$ cat src/rtl/tff_bank_ctrl.sv
// rtl/tff_bank_ctrl.sv - toggle sequencer for a WIDTH-bit T flip-flop count bank
// Drives t so the bank (q_next = q ^ t) loads, counts modulo limit+1, or holds.
module tff_bank_ctrl #(
  parameter int WIDTH    = 4,
  parameter bit ONE_SHOT = 1'b0
) (
  input  logic             clk_i,
  input  logic             rst_i,
  input  logic             start_i,
  input  logic             stop_i,
  input  logic             up_i,
  input  logic             load_i,
  input  logic [WIDTH-1:0] load_val_i,
  input  logic [WIDTH-1:0] limit_i,
  input  logic [WIDTH-1:0] q_i,
  output logic [WIDTH-1:0] t_o,
  output logic             busy_o,
  output logic             tc_o,
  output logic             done_o
);

  typedef enum logic [1:0] {S_IDLE, S_LOAD, S_RUN, S_DONE} state_e;

  state_e           state_q;
  logic [WIDTH-1:0] inc_mask;
  logic [WIDTH-1:0] dec_mask;
  logic             carry_up;
  logic             carry_dn;
  logic             run_tc;

  // Bit i toggles when all lower bits are 1 (up) or all 0 (down).
  always_comb begin
    inc_mask = '0;
    dec_mask = '0;
    carry_up = 1'b1;
    carry_dn = 1'b1;
    for (int i = 0; i < WIDTH; i++) begin
      inc_mask[i] = carry_up;
      dec_mask[i] = carry_dn;
      carry_up    = carry_up & q_i[i];
      carry_dn    = carry_dn & ~q_i[i];
    end
  end

  assign run_tc = up_i ? (q_i == limit_i) : (q_i == '0);

  always_comb begin
    t_o    = '0;
    tc_o   = 1'b0;
    busy_o = 1'b0;
    done_o = 1'b0;
    if (!rst_i) begin
      case (state_q)
        S_LOAD: begin
          t_o    = q_i ^ load_val_i;
          busy_o = 1'b1;
        end
        S_RUN: begin
          busy_o = 1'b1;
          if (!stop_i) begin
            tc_o = run_tc;
            if (up_i) t_o = run_tc ? q_i : inc_mask;
            else      t_o = run_tc ? limit_i : dec_mask;
          end
        end
        S_DONE:  done_o = 1'b1;
        default: t_o = '0;
      endcase
    end
  end

  always_ff @(posedge clk_i) begin
    if (rst_i) begin
      state_q <= S_IDLE;
    end else begin
      case (state_q)
        S_IDLE: begin
          if (load_i)       state_q <= S_LOAD;
          else if (start_i) state_q <= S_RUN;
        end
        S_LOAD: state_q <= S_IDLE;
        S_RUN: begin
          if (stop_i)                 state_q <= S_IDLE;
          else if (ONE_SHOT && run_tc) state_q <= S_DONE;
        end
        S_DONE: begin
          if (load_i)       state_q <= S_LOAD;
          else if (start_i) state_q <= S_RUN;
          else if (stop_i)  state_q <= S_IDLE;
        end
        default: state_q <= S_IDLE;
      endcase
    end
  end

endmodule

$ cat config.mk
export PLATFORM = sky130hd
export DESIGN_NAME = tff_bank_ctrl
export DESIGN_NICKNAME = d
export VERILOG_FILES = /design/src/rtl/tff_bank_ctrl.sv
export SDC_FILE = /design/constraint.sdc
export NUM_CORES = 1
export LEC_CHECK = 0
export ABC_AREA = 1
export BUFFER_PORTS_ARGS = -buffer_cell sky130_fd_sc_hd__buf_2
export CELL_PAD_IN_SITES_DETAIL_PLACEMENT = 1
export CELL_PAD_IN_SITES_GLOBAL_PLACEMENT = 2
export CORE_ASPECT_RATIO = 0.6
export CORE_MARGIN = 4
export CORE_UTILIZATION = 19
export DETAILED_ROUTE_END_ITERATION = 16
export PLACE_DENSITY = 0.69
export SLEW_MARGIN = 10
export SYNTH_ARGS = -nofsm -noshare
export SYNTH_HDL_FRONTEND = slang
export SYNTH_SLANG_ARGS = --single-unit
$ cat constraint.sdc
create_clock -name clk_i -period 1.2 [get_ports clk_i]
set_input_delay 0.06 -clock clk_i [delete_from_list [all_inputs] [get_ports clk_i]]
set_output_delay 0.06 -clock clk_i [all_outputs]
set_load 0.005 [all_outputs]
* After elaboration in Yosys (flattened, before gate mapping)
Cells that the tools add are included.
** Word-level totals
- Register bits :: 2
- Output and inout port bits :: 7
- Logic and storage cells :: 37
** Operators by class
- Eq/ne operators :: 5
- Muxes and demuxes :: 20
- Bitwise logic cells :: 8
- Reductions and logical operators :: 3
** Operators with widths (number)
- 2-to-1 mux 4 bit :: 5
- 2-to-1 mux 2 bit :: 5
- 2-to-1 mux 1 bit :: 8
- case mux 2 bit (4 select lines) :: 1
- case mux 4 bit (2 select lines) :: 1
- AND 1 bit :: 4
- equality test 2 bit, second input constant :: 2
- equality test 4 bit :: 1
- zero test 4 bit :: 1
- bitwise XOR 4 bit :: 1
- inequality test 3 bit, second input constant :: 1
- inverter 1 bit :: 3
- equality test 2 x 1 -> 1 bit, second input constant :: 1
- zero test 2 bit :: 1
- OR reduction 2 bit :: 1

* Logic depth before layout (Yosys ltp)
- Word-level depth :: 8
- Gate-level depth with buffers :: 12

* Least setup slack after synthesis
OpenSTA, ideal clock, no wires.
- Path kind :: flip-flop to flip-flop
- Start :: reg state_q[0]
- End :: reg state_q[0]
- Library setup time :: 0.095 ns
- Arrival :: 1.060 ns
- Required time :: 1.105 ns
- Slack :: 0.044 ns
- Stages on the path, launching flop included :: 7
- Buffers on the path :: 0
- Path through :: dfxtp_1 inv_1 ha_1 nand2_1 o21ai_0 nand2_1 a221oi_1
** Between the ends
- Cells in the longest elaborated chain, start to end :: 4
- Elaborated cells on any way between the ends :: 9
- Classes of those cells :: eq/ne (4); mux (4); reduce/logical (1)
** RTL lines
- start, declared :: RTL line 24 : state_e state_q;
- start signal, assigned :: RTL line 74 : state_q <= S_IDLE;
- start signal, assigned :: RTL line 78 : if (load_i) state_q <= S_LOAD;
- start signal, assigned :: RTL line 79 : else if (start_i) state_q <= S_RUN;
- 2-to-1 mux 2 bit (3 in series)
- case mux 2 bit (4 select lines) :: RTL line 76 : case (state_q)
Parallel ways exist; a longest one is shown, timed or not.
A chain may end at the register's enable or synchronous reset.

* Worst setup path after layout
- Start :: reg state_q[0]
- End :: reg state_q[1]
** Between the ends
- Cells in the longest elaborated chain, start to end :: 2
- Elaborated cells on any way between the ends :: 6
- Classes of those cells :: eq/ne (4); mux (1); reduce/logical (1)
** RTL lines (RTL line)
- equality test 2 bit (tied with other cells) :: 76
- case mux 2 bit (4 select lines) / inequality test 3 bit (equally long branches)
Parallel ways exist; a longest one is shown, timed or not.

==> impl_results.md <==
- Outcome: finished with violations
- Failing checks: setup timing
- Synth area leaders: nand2_1 18%, inv_1 11%, ha_1 11%
- DPL Wire Length: 2.013 mm
- Most crowded layer after global routing: met2
- Fillers: 387
- Largest family of logic cells by synthesized area: simple AND/OR/NAND/NOR gates
- Crit path largest cell delay: 320 ps
- Max_slew headroom: 86.03%
- Combinational share of power: 58.1%
- Vias in the first global route: 923
- Min cycle time layout: 1318 ps
- Largest net degree at the start of global routing: 7
- CP max FO: 3
- Maxcap violations: 0
- RSZ-0062 raised after global routing: true
- Setup Crit Path Kind: reg2reg
- First-pass GRT wire length: 4.333 mm
- Total die area: 4018 um2
- Switch share: 38.32%
- Syn. warnings: 0
- Met2 GRT Util: 22.21%
- Root Driver: clkbuf_8
- Antenna fix cells: 0
- # DRC: 0
- FF+latch count, synth: 2
- Register area share after synthesis: 6.926%
- Grt met1 use: 18.90%
- Max Root-Sink Buffers: 2
- VDD IR max: 426.6 uV
- Reg clk slew, reported paths: 30 ps
- Power per cell area: 733.9 nW/um2
- Worst setup SP type: flop
- F_max: 758.5 MHz
- CP dominant cell by count: buf_4
- Die width: 79.21 um
- Max Slew Vio Count: 0
- Register with the highest flop count: state_q
- Max reg flops: 2
- DRT Pass-1 Iters: 4
- Mux share of post-synthesis cell area: 0%
- Met3 GRT Util: 1.971%
- Xor/xnor share of the synthesized area: 4.545%
- Worst EP required: 1330 ps
- Post-synthesis adder-cell area fraction: 10.82%
- Detail Route Antenna Nets: 0
- Multi-input logic area: 631.9 um2
- Final setup vio count: 8
- Routed WL per cell: 13.16 um
- Yosys top cell by area: nand2_1
- Skew-Pair Late Insertion Delay: 210 ps
- GR Util All Layers: 13.67%
- Setup WS post-layout: -118.4 ps
- Seq pwr share: 11.3%
- Post-synth cell types: 24
- Synthesized-area fraction occupied by ao, oa, aoi and oai cells: 14.07%
- Final core occ: 39.91%
- Fin Hold WS: 73.10 ps
- Initial antenna violation count: 0
- Simple-gate portion of the synthesized area: 51.30%
- Avg Synthesized Cell Area: 5.667 um2
- Gpl congestion: 0.7884
- Num CTS Buffers: 3
- Port Buffers: 24
- Core region area: 2890 um2
- H-tree Lvls: 1
- Share of post-route cells with drive strength above 1: 62.42%
- CP arrival: 1450 ps
- Chip height: 50.73 um
- Final net count: 174
- Post-synthesis cell area: 578.1 um2
- Int Power: 0.5222 mW
- Psw: 0.3244 mW
- P_leak: 0.5809 nW
- Crit-path cells: inv_4, ha_4, nand2_4, buf_4, buf_4, o211ai_1, nand2_1, a21oi_2
- # IOs: 25
- Register Area: 45.04 um2
- DR vias/cell: 4.361
- Cells after Synth: 102
- Worst slew pin tran: 208.8 ps
- Setup_tns: -561.2 ps
- Initial Util: 20.00%
- Yosys top cell area share: 18.18%
- Row count: 15
- Iter 0 DRT Violations: 27
- Setup Skew: 0.2306 ps
- Total Wirelength: 2.514 mm
- Via count: 833
- Tcrit/Tclk final: 109.9%
- Hold Crit Class: in2reg
- Layout area overhead: 99.57%
- Clk sinks: 2
- Synthesized Nets: 125
- Top Registers: state_q x2
- Crit end category: flop
- Clock Power Share: 30.6%
- GRT overflow: 0
- Slowest stage cell, crit path: dfxtp_2
- Final Hold Vio Count: 0
- CTS tree: done
## routing by layer
layer | wire (um) | share of wire (%)
met3 | 104 | 4.1
met4 | 14 | 0.56
met5 | 0 | 0
met1 | 1241 | 49
met2 | 1153 | 46
## cell usage after synthesis (all sizes together)
cell,number
a21oi,8
nand3,10
nand2,33
nor3,1
nor2,9
a221oi,1
xor2,2
ha,5
nand4,3
or2,2
o21ai,3
xnor2,1
dfxtp,2
nand3b,1
a31oi,1
o211ai,1
inv,19
## worst max-delay path, delay by kind of cell (launching register included)
kind                     cells  cell delay, ps
buffers and inverters        3             330
adder cells (fa/ha/maj)      1             140
flip-flops                   1             320
AND/OR/NAND/NOR              2             150
AO/OA/AOI/OAI                2             310
## power by group through the flow
stage | Combinational [mW] | Sequential [mW] | Clock (mW)
2_1_floorplan | 0.172 | 0.0849 | 0
3_3_place_gp | 0.340 | 0.0853 | 0
3_5_place_dp | 0.348 | 0.0856 | 0
4_1_cts | 0.439 | 0.0959 | 0.267
5_1_grt | 0.540 | 0.0977 | 0.276
6_report | 0.492 | 0.0956 | 0.259
## worst paths after layout
kind / from / end / slack, ps / cells after the start
worst min register to register: state_q[1]$_SDFFE_PP0P_ / state_q[1]$_SDFFE_PP0P_ / 540 / 2
worst min-delay path: rst_i / state_q[1]$_SDFFE_PP0P_ / 70 / 2
worst max register to register: state_q[0]$_SDFFE_PP0P_ / state_q[1]$_SDFFE_PP0P_ / -120 / 8
worst max-delay path: state_q[0]$_SDFFE_PP0P_ / state_q[1]$_SDFFE_PP0P_ / -120 / 8
## cells in the final DEF (no fill, tap or decap), types with 2 or more instances in the layout
cell type	count
ha_2	2
nand3_2	2
nand2_1	20
nand2_2	6
xor2_1	2
inv_1	11
nor2_1	5
or2_2	2
inv_4	4
a21oi_1	2
clkbuf_8	3
buf_2	19
nor2_4	3
nand2_4	6
o21ai_1	2
buf_4	20
inv_2	4
ha_4	3
buf_6	5
a21oi_2	6
nand4_1	3
nand3_1	7
## final cells by class
| class | count | share of cell area [%] |
|---|---|---|
| Tap cell | 42 | 4.555 |
| Sequential cell | 2 | 3.905 |
| Inverter | 19 | 7.050 |
| Clock buffer | 3 | 3.579 |
| Timing Repair Buffer | 44 | 26.14 |
| Multi-Input combinational cell | 81 | 54.77 |
## stage by stage
step | power, mW | std cells | cell area (um2) | setup slack (ps)
3_3_place_gp | 0.4250 | 186 | 885.9 | -91.32
2_1_floorplan | 0.2564 | 102 | 578.1 | 44.46
5_1_grt | 0.9141 | 191 | 1154 | -171.3
6_report | 0.8466 | 191 | 1154 | -118.4
4_1_cts | 0.8022 | 190 | 1069 | -117.3
3_5_place_dp | 0.4337 | 186 | 885.9 | -116.3
## cell families (layout without fill, tap and decap cells)
group / after synthesis / after routing
fa+ha+maj: 5 / 5
xor+xnor: 3 / 3
compound gates: 14 / 14
buf+inv: 19 / 66
flops: 2 / 2
simple gates: 59 / 59
## repair_timing
item,CTS,global route
gates cloned,0,0
buffers inserted,2,1
resized for setup,38,21
pin swaps,14,15
endpoints found under the setup margin,9,9
hold buffers,0,0
(Power assumes the default switching activity.)
